### src/rtl/cpu_run_ctrl_pkg.sv
// Shared constants for the CPU run controller: FSM encoding, LFSR shape, counter width.
// Stall injection is built only when RUN_CTRL_STALL_INJECT_EN is defined.
package cpu_run_ctrl_pkg;

    localparam int CNT_W  = 32;
    localparam int LFSR_W = 16;

    localparam logic [1:0] ST_IDLE  = 2'd0;
    localparam logic [1:0] ST_RESET = 2'd1;
    localparam logic [1:0] ST_RUN   = 2'd2;
    localparam logic [1:0] ST_DONE  = 2'd3;

    // x^16 + x^14 + x^13 + x^11 + 1 -> feedback from bits 15, 13, 12, 10
    localparam logic [LFSR_W-1:0] LFSR_TAPS = 16'hB400;

    localparam logic [CNT_W-1:0] CNT_MAX = '1;

    function automatic logic [CNT_W-1:0] sat_inc(input logic [CNT_W-1:0] v);
        return (v == CNT_MAX) ? v : v + CNT_W'(1);
    endfunction

endpackage

### src/rtl/cpu_run_ctrl_lfsr.sv
// Seeded 16-bit Fibonacci LFSR that flags stall cycles for the run controller.
// Instantiated only when RUN_CTRL_STALL_INJECT_EN is defined.
module run_ctrl_lfsr
    import cpu_run_ctrl_pkg::*;
#(
    parameter logic [LFSR_W-1:0] SEED = 16'hACE1
) (
    input  logic clk_in,
    input  logic rst_in,
    input  logic load_in,
    input  logic adv_in,
    output logic stall_out
);

    logic [LFSR_W-1:0] lfsr_q;
    logic [LFSR_W-1:0] lfsr_d;

    always_comb begin
        lfsr_d = lfsr_q;
        if (load_in) begin
            lfsr_d = SEED;
        end else if (adv_in) begin
            lfsr_d = {lfsr_q[LFSR_W-2:0], ^(lfsr_q & LFSR_TAPS)};
        end
    end

    always_ff @(posedge clk_in or posedge rst_in) begin
        if (rst_in) begin
            lfsr_q <= SEED;
        end else begin
            lfsr_q <= lfsr_d;
        end
    end

    assign stall_out = (lfsr_q[1:0] == 2'b00);

endmodule

### src/rtl/cpu_run_ctrl.sv
// Run controller for the cpu: start -> reset hold -> run (budget/halt) -> done, with run counters.
// Optional pseudo-random rdy stalls are built when RUN_CTRL_STALL_INJECT_EN is defined.
//
// state | meaning
// IDLE  | after reset; cpu held in reset, waiting for start
// RESET | cpu reset held for RST_CYCLES cycles
// RUN   | cpu released, counters advance, waits for halt or budget
// DONE  | cpu frozen (rdy low), counters held, waiting for restart
module cpu_run_ctrl
    import cpu_run_ctrl_pkg::*;
#(
    parameter int                RST_CYCLES = 10,
    parameter int                RUN_CYCLES = 50,
    parameter logic [LFSR_W-1:0] STALL_SEED = 16'hACE1
) (
    input  logic             clk_in,
    input  logic             rst_in,
    input  logic             start_in,
    input  logic             halt_in,
    output logic             cpu_rst_out,
    output logic             cpu_rdy_out,
    output logic             busy_out,
    output logic             done_out,
    output logic             timeout_out,
    output logic [CNT_W-1:0] cycle_cnt_out,
    output logic [CNT_W-1:0] run_cnt_out
);

    localparam int               HOLD_W     = $clog2(RST_CYCLES + 1);
    localparam logic [CNT_W-1:0] RUN_BUDGET = CNT_W'(RUN_CYCLES);
    localparam bit               HAS_BUDGET = (RUN_CYCLES != 0);

    if (RST_CYCLES < 1) begin : g_bad_rst_cycles
        $error("RST_CYCLES must be at least 1");
    end
    if (STALL_SEED == '0) begin : g_bad_stall_seed
        $error("STALL_SEED must be non-zero");
    end

    logic [1:0]       state_q,     state_d;
    logic             start_q,     start_d;
    logic [HOLD_W-1:0] hold_q,     hold_d;
    logic [CNT_W-1:0] cycle_cnt_q, cycle_cnt_d;
    logic [CNT_W-1:0] run_cnt_q,   run_cnt_d;
    logic             timeout_q,   timeout_d;
    logic             rdy_run;

`ifdef RUN_CTRL_STALL_INJECT_EN
    logic stall;
    logic lfsr_load;
    logic lfsr_adv;

    assign lfsr_load = start_q && (state_q == ST_IDLE || state_q == ST_DONE);
    assign lfsr_adv  = (state_q == ST_RUN);

    run_ctrl_lfsr #(
        .SEED (STALL_SEED)
    ) u_lfsr (
        .clk_in    (clk_in),
        .rst_in    (rst_in),
        .load_in   (lfsr_load),
        .adv_in    (lfsr_adv),
        .stall_out (stall)
    );

    assign rdy_run = ~stall;
`else
    assign rdy_run = 1'b1;
`endif

    // Start is registered and only accepted when sampled in IDLE or DONE,
    // so a pulse landing on the last RUN/RESET edge cannot leak into a restart.
    always_comb begin
        start_d     = start_in && (state_q == ST_IDLE || state_q == ST_DONE);
        state_d     = state_q;
        hold_d      = hold_q;
        cycle_cnt_d = cycle_cnt_q;
        run_cnt_d   = run_cnt_q;
        timeout_d   = timeout_q;

        case (state_q)
            ST_IDLE, ST_DONE: begin
                if (start_q) begin
                    state_d     = ST_RESET;
                    hold_d      = HOLD_W'(RST_CYCLES);
                    cycle_cnt_d = '0;
                    run_cnt_d   = '0;
                    timeout_d   = 1'b0;
                end
            end
            ST_RESET: begin
                hold_d = hold_q - HOLD_W'(1);
                if (hold_q <= HOLD_W'(1)) begin
                    state_d = ST_RUN;
                end
            end
            ST_RUN: begin
                cycle_cnt_d = sat_inc(cycle_cnt_q);
                if (rdy_run) begin
                    run_cnt_d = sat_inc(run_cnt_q);
                end
                // halt has priority over budget expiry in the same cycle
                if (halt_in) begin
                    state_d   = ST_DONE;
                    timeout_d = 1'b0;
                end else if (HAS_BUDGET && (cycle_cnt_q + CNT_W'(1)) == RUN_BUDGET) begin
                    state_d   = ST_DONE;
                    timeout_d = 1'b1;
                end
            end
            default: begin
                state_d = ST_IDLE;
            end
        endcase
    end

    always_ff @(posedge clk_in or posedge rst_in) begin
        if (rst_in) begin
            state_q     <= ST_IDLE;
            start_q     <= 1'b0;
            hold_q      <= '0;
            cycle_cnt_q <= '0;
            run_cnt_q   <= '0;
            timeout_q   <= 1'b0;
        end else begin
            state_q     <= state_d;
            start_q     <= start_d;
            hold_q      <= hold_d;
            cycle_cnt_q <= cycle_cnt_d;
            run_cnt_q   <= run_cnt_d;
            timeout_q   <= timeout_d;
        end
    end

    assign cpu_rst_out   = (state_q == ST_IDLE) || (state_q == ST_RESET);
    assign cpu_rdy_out   = (state_q == ST_RUN) && rdy_run;
    assign busy_out      = (state_q == ST_RESET) || (state_q == ST_RUN);
    assign done_out      = (state_q == ST_DONE);
    assign timeout_out   = timeout_q;
    assign cycle_cnt_out = cycle_cnt_q;
    assign run_cnt_out   = run_cnt_q;

endmodule

### config.mk
export PLATFORM = sky130hd
export DESIGN_NAME = cpu_run_ctrl
export DESIGN_NICKNAME = d
export VERILOG_FILES = /design/src/rtl/cpu_run_ctrl_pkg.sv /design/src/rtl/cpu_run_ctrl_lfsr.sv /design/src/rtl/cpu_run_ctrl.sv
export SDC_FILE = /design/constraint.sdc
export NUM_CORES = 1
export LEC_CHECK = 0
export ABC_AREA = 1
export CELL_PAD_IN_SITES_DETAIL_PLACEMENT = 1
export CELL_PAD_IN_SITES_GLOBAL_PLACEMENT = 1
export CORE_AREA = 2 2 113 115
export CTS_BUF_LIST = sky130_fd_sc_hd__clkbuf_4
export CTS_CLUSTER_DIAMETER = 100
export CTS_CLUSTER_SIZE = 40
export DETAILED_ROUTE_END_ITERATION = 8
export DIE_AREA = 0 0 115 117
export GPL_TIMING_DRIVEN = 0
export PLACE_DENSITY = 0.89
export SYNTH_ARGS = -nofsm -noshare
export SYNTH_HDL_FRONTEND = slang
export SYNTH_SLANG_ARGS = --single-unit
### constraint.sdc
create_clock -name clk_in -period 2.9 [get_ports clk_in]
set_clock_uncertainty 0.1 [all_clocks]
set_input_delay 0.58 -clock clk_in [delete_from_list [all_inputs] [get_ports clk_in]]
set_output_delay 0.58 -clock clk_in [all_outputs]
set_load 0.1 [all_outputs]
==> metrics.cfg, run 1 <==
[route]
drc = 0
drt_iter0_markers = 247
vias = 5019
drtAntennaViolNets = 0
firstDrtPassIters = 4
drt_wl_total_um = 15500
via_per_inst = 5.41
wl_per_cell_um = 16.7

[setup_path]
path_buf_inv = 1
r2r_start = state_q[0]$_DFFE_PP0P_
path_cells = clkdlybuf4s50_1
cp_data_required_time_ps = 2220
cp_max_fo = 6
cpMaxStageDelayCell = clkdlybuf4s50_1
timing.rr.end = cycle_cnt_out[25]$_DFFE_PP0P_
r2r_setup_slack_ps = 310
crit_path_end_kind = primary output
cp_data_arrival_time_ps = 2150
critical_path_class = flop to primary output
critical_path.max_stage_delay_ps = 1190
cpLargestDelayFamily = buffers and inverters
r2r_cells = 11
critPathLaunchType = flop

[clock_network]
cts_buffers = 9
cts_hold_buf = 0
worstSkewPairLatency_ps = 450
root_buffer = clkbuf_4
clkTransAtPathRegs_ps = 140
cts_sinks = 72
cts_tree = done
htreeDepth = 3
cts_buffer_depth = 2

[synthesis]
netlist_instances = 688
synth-seq-cells = 72
synth_top_cells_by_area = dfrtp_1, nand2_1, nand3_1
ys_types = 45
syn_area_um2 = 4800
syn_nets = 702
ys_async_sr_fraction_pct = 100
synth_warnings = 0
post-synth-top-area-cell = dfrtp_1
synth_ff_type = dfrtp_1
syn_avg_cell_area_um2 = 6.97
seq_area_frac_synth_pct = 37.5
synthDominantCellAreaShare_pct = 37.5
synth_edf_count = 0

[placement]
port_buffers = 72
gp_congestion = 0.931
placed_cells = 911
dp_hpwl_um = 12000
placed_cell_area_um2 = 5740

[global_routing]
grt_pass1_vias = 5292
track_usage_pct = 24.3
grt_pass1_wl_um = 25800
antenna_found_initial = 0
grt_max_degree = 55
grt_overflow = 0

[power_and_ir_drop]
irDropWorstVdd_mv = 0.277
power.leakage_nw = 2.54
total_power_mw = 3.92
power_density_nw_per_um2 = 666

[sta]
holdWs_ps = 308
post-route-min-period_ps = 2830
rsz0062_at_grt = false
report.final.slew_viol_count = 0
finalSetupViolations = 0
hold_viol = 0
fmax_mhz = 353
fin_crit_sh_pct = 97.7
tightest_slew_ps = 980
relSlewSlack_pct = 34.4

[final_layout]
instances_no_fill = 927
layout_common_cells = nand2_1, nor2_1, inv_1
n_antenna_cell = 0
final_common_cell = nand2_1
syn_to_final_growth_pct = 22.7
nNetsFinal = 786
stdcell_area_um2 = 5890
drive_above_1_share_pct = 9.14

[floorplan]
coreArea_um2 = 12300
io_pins = 73
start_util_pct = 39.0
die-area_um2 = 13500
rows = 41
die_width_um = 115
dieHeight_um = 117

[job]
maxCapViolations = 0

[status]
outcome = finished clean

[worst_hold_path]
hold_path_class = input port to async pin

-- sequential cells by signal, summed over array words and instances (netlist names) --
signal         count
run_cnt_out       32
timeout_out        1
cycle_cnt_out     32
state_q            2
hold_q             4
start_q            1
-- cell usage after synthesis (2+ instances only) --
library cell	instances
a21oi_1	13
a31oi_1	2
and3_1	2
buf_1	5
buf_2	3
clkbuf_1	3
dfrtp_1	72
ha_1	10
inv_1	78
inv_2	6
nand2_1	190
nand2_2	7
nand2_4	5
nand3_1	65
nand3_2	2
nand4_1	17
nor2_1	82
nor2_2	9
nor2_4	6
nor3_1	13
nor3_2	2
nor4_1	4
o21ai_0	16
o21ai_1	32
o22ai_1	6
o31ai_1	8
xnor2_1	4
xor2_1	9
-- stage by stage --
stage / TNS [ps] / utilization, % / setup WS, ps
global placement: -74950 / 46.4 / -1050
detailed placement: 0 / 46.6 / 111
floorplan: 0 / - / 10.9
CTS: 0 / 47.7 / 19.0
global route: 0 / 47.8 / 3.53
finish: 0 / 47.8 / 66.1
-- cells by family after synthesis --
logic type | Yosys count | share of synthesized area [%]
simple gates | 411 | 39.6
buf+inv | 99 | 8.11
compound gates | 83 | 9.80
flops | 72 | 37.5
xor+xnor | 13 | 2.37
fa+ha+maj | 10 | 2.61
-- how the worst max path moves through the flow --
stage	depth (start not counted)	from	slack, ps	to
finish	1	run_cnt_out[27]$_DFFE_PP0P_	70	run_cnt_out[27]
global route	1	run_cnt_out[27]$_DFFE_PP0P_	4	run_cnt_out[27]
global placement	2	rst_in	-1050	start_q$_DFF_PP0_
floorplan	14	cycle_cnt_out[0]$_DFFE_PP0P_	10	timeout_out$_DFFE_PP0P_
CTS	1	run_cnt_out[8]$_DFFE_PP0P_	20	run_cnt_out[8]
detailed placement	3	state_q[0]$_DFFE_PP0P_	110	busy_out
-- metal layers --
layer	vias up	wire [um]	track usage, %
met5	-	0	0
met1	2476	6960	30.7
li1	2408	-	-
met3	28	550	4.07
met4	0	371	8.03
met2	107	7640	42.5
-- power by group --
| part | switching, mW | internal (mW) |
|---|---|---|
| clock | 0.388 | 0.289 |
| combinational | 1.65 | 0.462 |
| sequential | 0.0694 | 1.07 |
| total | 2.10 | 1.82 |
-- what timing repair did --
item / 4_1_cts / 5_1_grt
gates resized for setup: 11 / 6
setup buffers: 0 / 0
endpoints found under the setup margin: 5 / 13
hold endpoints to repair: 0 / 0
-- cell type report --
type	instances	area [um2]
clock inverter	4	45.0
buffer	13	63.8
sequential	72	1800
timing repair buffer	73	762
inverter	86	328
tap	150	188
clock buffer	12	90.1
fill	1600	6420
multi-input combinational	517	2610
Power figures use the tool's default switching activity.
==> run 2, diff against run 1 <==
MAX_ROUTING_LAYER = met4   (was default)
SKIP_LAST_GASP = 1   (was default)
==> metrics.cfg, run 2 (synthesis results as in run 1) <==
[setup_path]
endpoint = run_cnt_out[27]  ; unchanged
cp_data_arrival_time_ps = 2170  ; was 2150 ps
cpLargestDelayFamily = buffers and inverters  ; unchanged
path_depth = 1  ; unchanged
path_cells = clkdlybuf4s50_1  ; unchanged
timing.rr.end = cycle_cnt_out[13]$_DFFE_PP0P_  ; was cycle_cnt_out[25]$_DFFE_PP0P_
path_buf_inv = 1  ; unchanged
cp_max_fo = 6  ; unchanged
cpMaxStageDelayCell = clkdlybuf4s50_1  ; unchanged
crit_path_end_kind = primary output  ; unchanged
critPathLaunchType = flop  ; unchanged
critical_path.max_stage_delay_ps = 1190  ; about the same
r2r_setup_slack_ps = 260  ; was 310 ps
critical_path_class = flop to primary output  ; unchanged
r2r_start = cycle_cnt_out[0]$_DFFE_PP0P_  ; was state_q[0]$_DFFE_PP0P_
r2r_cells = 11  ; unchanged
startpoint = run_cnt_out[27]$_DFFE_PP0P_  ; unchanged
cp_data_required_time_ps = 2220  ; about the same

[floorplan]
io_pins = 73  ; unchanged
rows = 41  ; unchanged
start_util_pct = 39.0  ; unchanged
dieHeight_um = 117  ; unchanged
coreArea_um2 = 12300  ; unchanged
die-area_um2 = 13500  ; unchanged
die_width_um = 115  ; unchanged

[final_layout]
multi_input_area_um2 = 2610  ; unchanged
drive_above_1_share_pct = 8.62  ; was 9.14%
syn_to_final_growth_pct = 22.2  ; was 22.7%
fillers = 1615  ; was 1,600
seqCellArea_um2 = 1800  ; unchanged
stdcell_area_um2 = 5860  ; was 5890 um2
nNetsFinal = 786  ; unchanged
instances_no_fill = 927  ; unchanged
final_common_cell = nand2_1  ; unchanged
layout_common_cells = nand2_1, nor2_1, inv_1  ; unchanged
n_antenna_cell = 0  ; unchanged

[worst_hold_path]
hold_path_class = input port to async pin  ; unchanged

[power_and_ir_drop]
p_sw_mw = 2.14  ; was 2.10 mW
power_density_nw_per_um2 = 668  ; was 666 nW/um2
seqPwrFrac_pct = 29.1  ; was 29.0%
clockPowerShare_pct = 16.8  ; was 17.2%
irDropWorstVdd_mv = 0.310  ; was 0.277 mV
swShare_pct = 54.5  ; was 53.6%
power.leakage_nw = 2.49  ; was 2.54 nW
p_comb_share_pct = 54.1  ; was 53.7%
internal-power_mw = 1.78  ; was 1.82 mW

[placement]
gp_congestion = 0.953  ; was 0.931
dp_hpwl_um = 12300  ; was 12,000 um
placed_cells = 911  ; unchanged
port_buffers = 72  ; unchanged
placed_cell_area_um2 = 5740  ; unchanged

[clock_network]
cts_hold_buf = 0  ; unchanged
clkTransAtPathRegs_ps = 140  ; about the same
worstSkewPairLatency_ps = 470  ; was 450 ps
cts_tree = done  ; unchanged
root_buffer = clkbuf_4  ; unchanged
cts_sinks = 72  ; unchanged
cts_buffer_depth = 2  ; unchanged
htreeDepth = 3  ; unchanged
cts_buffers = 9  ; unchanged

[global_routing]
grt_pass1_wl_um = 26100  ; was 25,800 um
antenna_found_initial = 0  ; unchanged
grt_max_degree = 55  ; unchanged
track_usage_pct = 25.5  ; was 24.3%
grt_pass1_vias = 5289  ; was 5,292
grt_overflow = 0  ; unchanged

[sta]
hold_viol = 0  ; unchanged
relSlewSlack_pct = 33.6  ; was 34.4%
fin_crit_sh_pct = 98.4  ; was 97.7%
fmax_mhz = 350  ; was 353 MHz
tightest_slew_ps = 1000  ; was 980 ps
finalSetupViolations = 0  ; unchanged
rsz0062_at_grt = false  ; unchanged
report.final.slew_viol_count = 0  ; unchanged
post-route-min-period_ps = 2850  ; was 2830 ps

[route]
firstDrtPassIters = 4  ; unchanged
vias = 4980  ; was 5,019
drt_iter0_markers = 212  ; was 247
wl_per_cell_um = 16.9  ; was 16.7 um
drc = 0  ; unchanged
drtAntennaViolNets = 0  ; unchanged
drt_wl_total_um = 15700  ; was 15,500 um
via_per_inst = 5.37  ; was 5.41

[status]
outcome = finished clean  ; unchanged

[job]
maxCapViolations = 0  ; unchanged

-- run 2: power by group through the flow --
stage | clock network [mW] | logic (mW) | registers, mW
6_report | 0.659 | 2.12 | 1.14
5_1_grt | 0.704 | 2.30 | 1.15
4_1_cts | 0.673 | 2.13 | 1.14
2_1_floorplan | 0 | 1.41 | 1.29
3_3_place_gp | 0 | 2.06 | 1.15
3_5_place_dp | 0 | 2.15 | 1.16
-- run 2: area by class of cell --
type / instances / area share (%)
clock buffer: 10 / 1.28
inverter: 86 / 5.59
tap: 150 / 3.20
sequential: 72 / 30.7
buffer: 13 / 1.09
clock inverter: 6 / 0.853
timing repair buffer: 73 / 12.8
multi-input combinational: 517 / 44.5
-- run 2: worst min path at each step --
stage | to | slack [ps] | cells after the start
2_1_floorplan | hold_q[3]$_DFFE_PP0P_ | 350 | 2
3_3_place_gp | hold_q[3]$_DFFE_PP0P_ | 370 | 2
3_5_place_dp | hold_q[3]$_DFFE_PP0P_ | 390 | 2
4_1_cts | run_cnt_out[14]$_DFFE_PP0P_ | 280 | 2
5_1_grt | run_cnt_out[14]$_DFFE_PP0P_ | 290 | 2
6_report | run_cnt_out[14]$_DFFE_PP0P_ | 290 | 2
-- run 2: per-stage QoR --
step	hold slack (ps)	setup TNS (ps)	util [%]	setup WS (ps)	total power, mW
global route	289	0	47.6	7.25	4.15
global placement	371	-76720	46.4	-1070	3.21
finish	287	0	47.6	45.3	3.92
floorplan	352	0	-	10.9	2.69
detailed placement	390	0	46.6	120	3.31
CTS	277	-91.7	47.6	-91.7	3.95
-- run 2: what timing repair did --
item / in CTS / in global routing
pin swaps: 0 / 0
resized for setup: 11 / 5
setup endpoints to repair: 6 / 10
setup buffers: 0 / 0
-- run 2: routing by layer --
metal / vias to the layer above / global-route usage [%] / wire length [um]
li1: 2405 / - / -
met5: - / - / 0
met1: 2444 / 30.6 / 6970
met2: 100 / 43.5 / 7860
met3: 31 / 2.73 / 418
met4: 0 / 11.6 / 446
==> run 3, diff against run 2 <==
clock period = 2.65 ns   (was 2.9 ns; I/O delays follow)
==> metrics.cfg, run 3 (synthesis results as in run 1) <==
[final_layout]
final_common_cell = nand2_1  ; unchanged
multi_input_area_um2 = 2640  ; was 2610 um2
nNetsFinal = 788  ; was 786
syn_to_final_growth_pct = 21.4  ; was 22.2%
seqCellArea_um2 = 1810  ; was 1800 um2
post-route-util_pct = 47.3  ; was 47.6%
drive_above_1_share_pct = 10.9  ; was 8.62%
stdcell_area_um2 = 5830  ; was 5860 um2
fillers = 1628  ; was 1,615
layout_common_cells = nand2_1, nor2_1, inv_1  ; unchanged
n_antenna_cell = 0  ; unchanged

[sta]
report.final.slew_viol_count = 0  ; unchanged
fmax_mhz = 391
holdWs_ps = 210  ; was 287 ps
tightest_slew_ps = 973  ; was 1000 ps
setup_tns_ps = 0  ; unchanged
post-route-min-period_ps = 2560
relSlewSlack_pct = 35.4  ; was 33.6%
rsz0062_at_grt = true  ; was false
hold_viol = 0  ; unchanged
setup_slack_ps = 91.4  ; was 45.3 ps
fin_crit_sh_pct = 96.5
finalSetupViolations = 0  ; unchanged

[clock_network]
cts_tree = done  ; unchanged
cts_buffer_depth = 2  ; unchanged
worstSkewPairLatency_ps = 460  ; was 470 ps
cts_sinks = 72  ; unchanged
htreeDepth = 3  ; unchanged
cts_hold_buf = 0  ; unchanged
clkTransAtPathRegs_ps = 130  ; was 140 ps
cts_buffers = 9  ; unchanged
root_buffer = clkbuf_4  ; unchanged

[global_routing]
grt_overflow = 0  ; unchanged
grt_max_degree = 65  ; was 55
grt_pass1_wl_um = 26200  ; was 26,100 um
grt_pass1_vias = 5342  ; was 5,289
track_usage_pct = 25.5  ; about the same
antenna_found_initial = 0  ; unchanged

[status]
outcome = finished clean  ; unchanged

[floorplan]
dieHeight_um = 117  ; unchanged
die_width_um = 115  ; unchanged
coreArea_um2 = 12300  ; unchanged
rows = 41  ; unchanged
die-area_um2 = 13500  ; unchanged
start_util_pct = 39.0  ; unchanged
io_pins = 73  ; unchanged

[route]
firstDrtPassIters = 4  ; unchanged
wl_per_cell_um = 16.9  ; about the same
via_per_inst = 5.41  ; was 5.37
drt_iter0_markers = 261  ; was 212
drt_wl_total_um = 15700  ; about the same
vias = 5030  ; was 4,980
drc = 0  ; unchanged
drtAntennaViolNets = 0  ; unchanged

[power_and_ir_drop]
seqPwrFrac_pct = 28.9  ; was 29.1%
p_comb_share_pct = 55.9  ; was 54.1%
p_sw_mw = 2.40  ; was 2.14 mW
clockPowerShare_pct = 15.3  ; was 16.8%
swShare_pct = 55.6  ; was 54.5%
internal-power_mw = 1.92  ; was 1.78 mW
power_density_nw_per_um2 = 741  ; was 668 nW/um2
irDropWorstVdd_mv = 0.762  ; was 0.310 mV
power.leakage_nw = 2.77  ; was 2.49 nW

[setup_path]
path_cells = buf_4 -> dlygate4sd2_1  ; was clkdlybuf4s50_1
cpMaxStageDelayCell = dlygate4sd2_1  ; was clkdlybuf4s50_1
crit_path_end_kind = primary output  ; unchanged
r2r_start = cycle_cnt_out[0]$_DFFE_PP0P_  ; unchanged
r2r_setup_slack_ps = 180  ; was 260 ps
critical_path_class = flop to primary output  ; unchanged
path_buf_inv = 2  ; was 1
timing.rr.end = state_q[0]$_DFFE_PP0P_  ; was cycle_cnt_out[13]$_DFFE_PP0P_
cpLargestDelayFamily = buffers and inverters  ; unchanged
critical_path.max_stage_delay_ps = 850  ; was 1190 ps
cp_data_required_time_ps = 2020  ; was 2220 ps
r2r_cells = 16  ; was 11
cp_max_fo = 5  ; was 6
cp_data_arrival_time_ps = 1930  ; was 2170 ps
critPathLaunchType = flop  ; unchanged

[worst_hold_path]
hold_path_class = input port to async pin  ; unchanged

[placement]
port_buffers = 72  ; unchanged
placed_cell_area_um2 = 5750  ; was 5740 um2
pre_cts_slack_ps = -78.4  ; was 120 ps
dp_hpwl_um = 12000  ; was 12,300 um
gp_congestion = 0.905  ; was 0.953

[job]
maxCapViolations = 0  ; unchanged

-- run 3: cell count changes in the layout (fill, tap and decap cells not counted), sizes merged --
cell           delta
dlygate4sd2      +61
clkdlybuf4s50    -60
clkbuf            +3
clkinv            -3
clkinvlp          +2
dlymetal6s2s      -2
buf               +1
bufinv            -1
inv               +1
-- run 3: metal layers --
layer / share of wire [%] / up-vias / GRT usage (%)
met4: 1.3 / 0 / 8.11
met1: 46 / 2492 / 32.1
met5: 0 / - / -
met2: 50 / 104 / 43.1
met3: 2.8 / 18 / 3.19
li1: - / 2416 / -
-- run 3: worst max path at each step --
stage	start	endpoint	slack [ps]	cells after the start
floorplan	cycle_cnt_out[4]$_DFFE_PP0P_	timeout_out$_DFFE_PP0P_	20	15
global placement	rst_in	run_cnt_out[1]$_DFFE_PP0P_	-1560	2
detailed placement	state_q[0]$_DFFE_PP0P_	busy_out	-80	3
CTS	state_q[0]$_DFFE_PP0P_	busy_out	-30	3
global route	state_q[1]$_DFFE_PP0P_	cpu_rst_out	-10	4
finish	cycle_cnt_out[0]$_DFFE_PP0P_	cycle_cnt_out[0]	90	2
-- run 3: what timing repair did --
item	in CTS	in global routing
setup buffers	0	2
gates resized for setup	77	14
hold endpoints to repair	0	0
endpoints found under the setup margin	75	39
-- run 3: per-stage QoR --
stage	total power, mW	cells
2_1_floorplan	2.96	688
3_3_place_gp	3.55	910
3_5_place_dp	3.65	911
4_1_cts	4.28	927
5_1_grt	4.58	929
6_report	4.32	929
-- run 3: worst register-to-register path, delay by kind of cell, from the launching register on --
family | cells | cell delay, ps
adders and majority gates | 1 | 260
DFF | 1 | 470
and+or+nand+nor | 15 | 1540
-- run 3: layout make-up --
class	instances	share of cell area, %
Clock inverter	5	0.558
Clock buffer	11	1.42
Tap cell	150	3.22
Multi-Input combinational cell	517	45.3
Sequential cell	72	31.0
Buffer	13	1.18
Timing Repair Buffer	75	11.7
Inverter	86	5.63
-- run 3: power groups by stage --
| stage | Sequential (mW) | Clock [mW] | Combinational (mW) |
|---|---|---|---|
| floorplan | 1.41 | 0 | 1.55 |
| global placement | 1.26 | 0 | 2.28 |
| detailed placement | 1.27 | 0 | 2.38 |
| CTS | 1.25 | 0.673 | 2.36 |
| global route | 1.26 | 0.721 | 2.60 |
| finish | 1.25 | 0.659 | 2.41 |
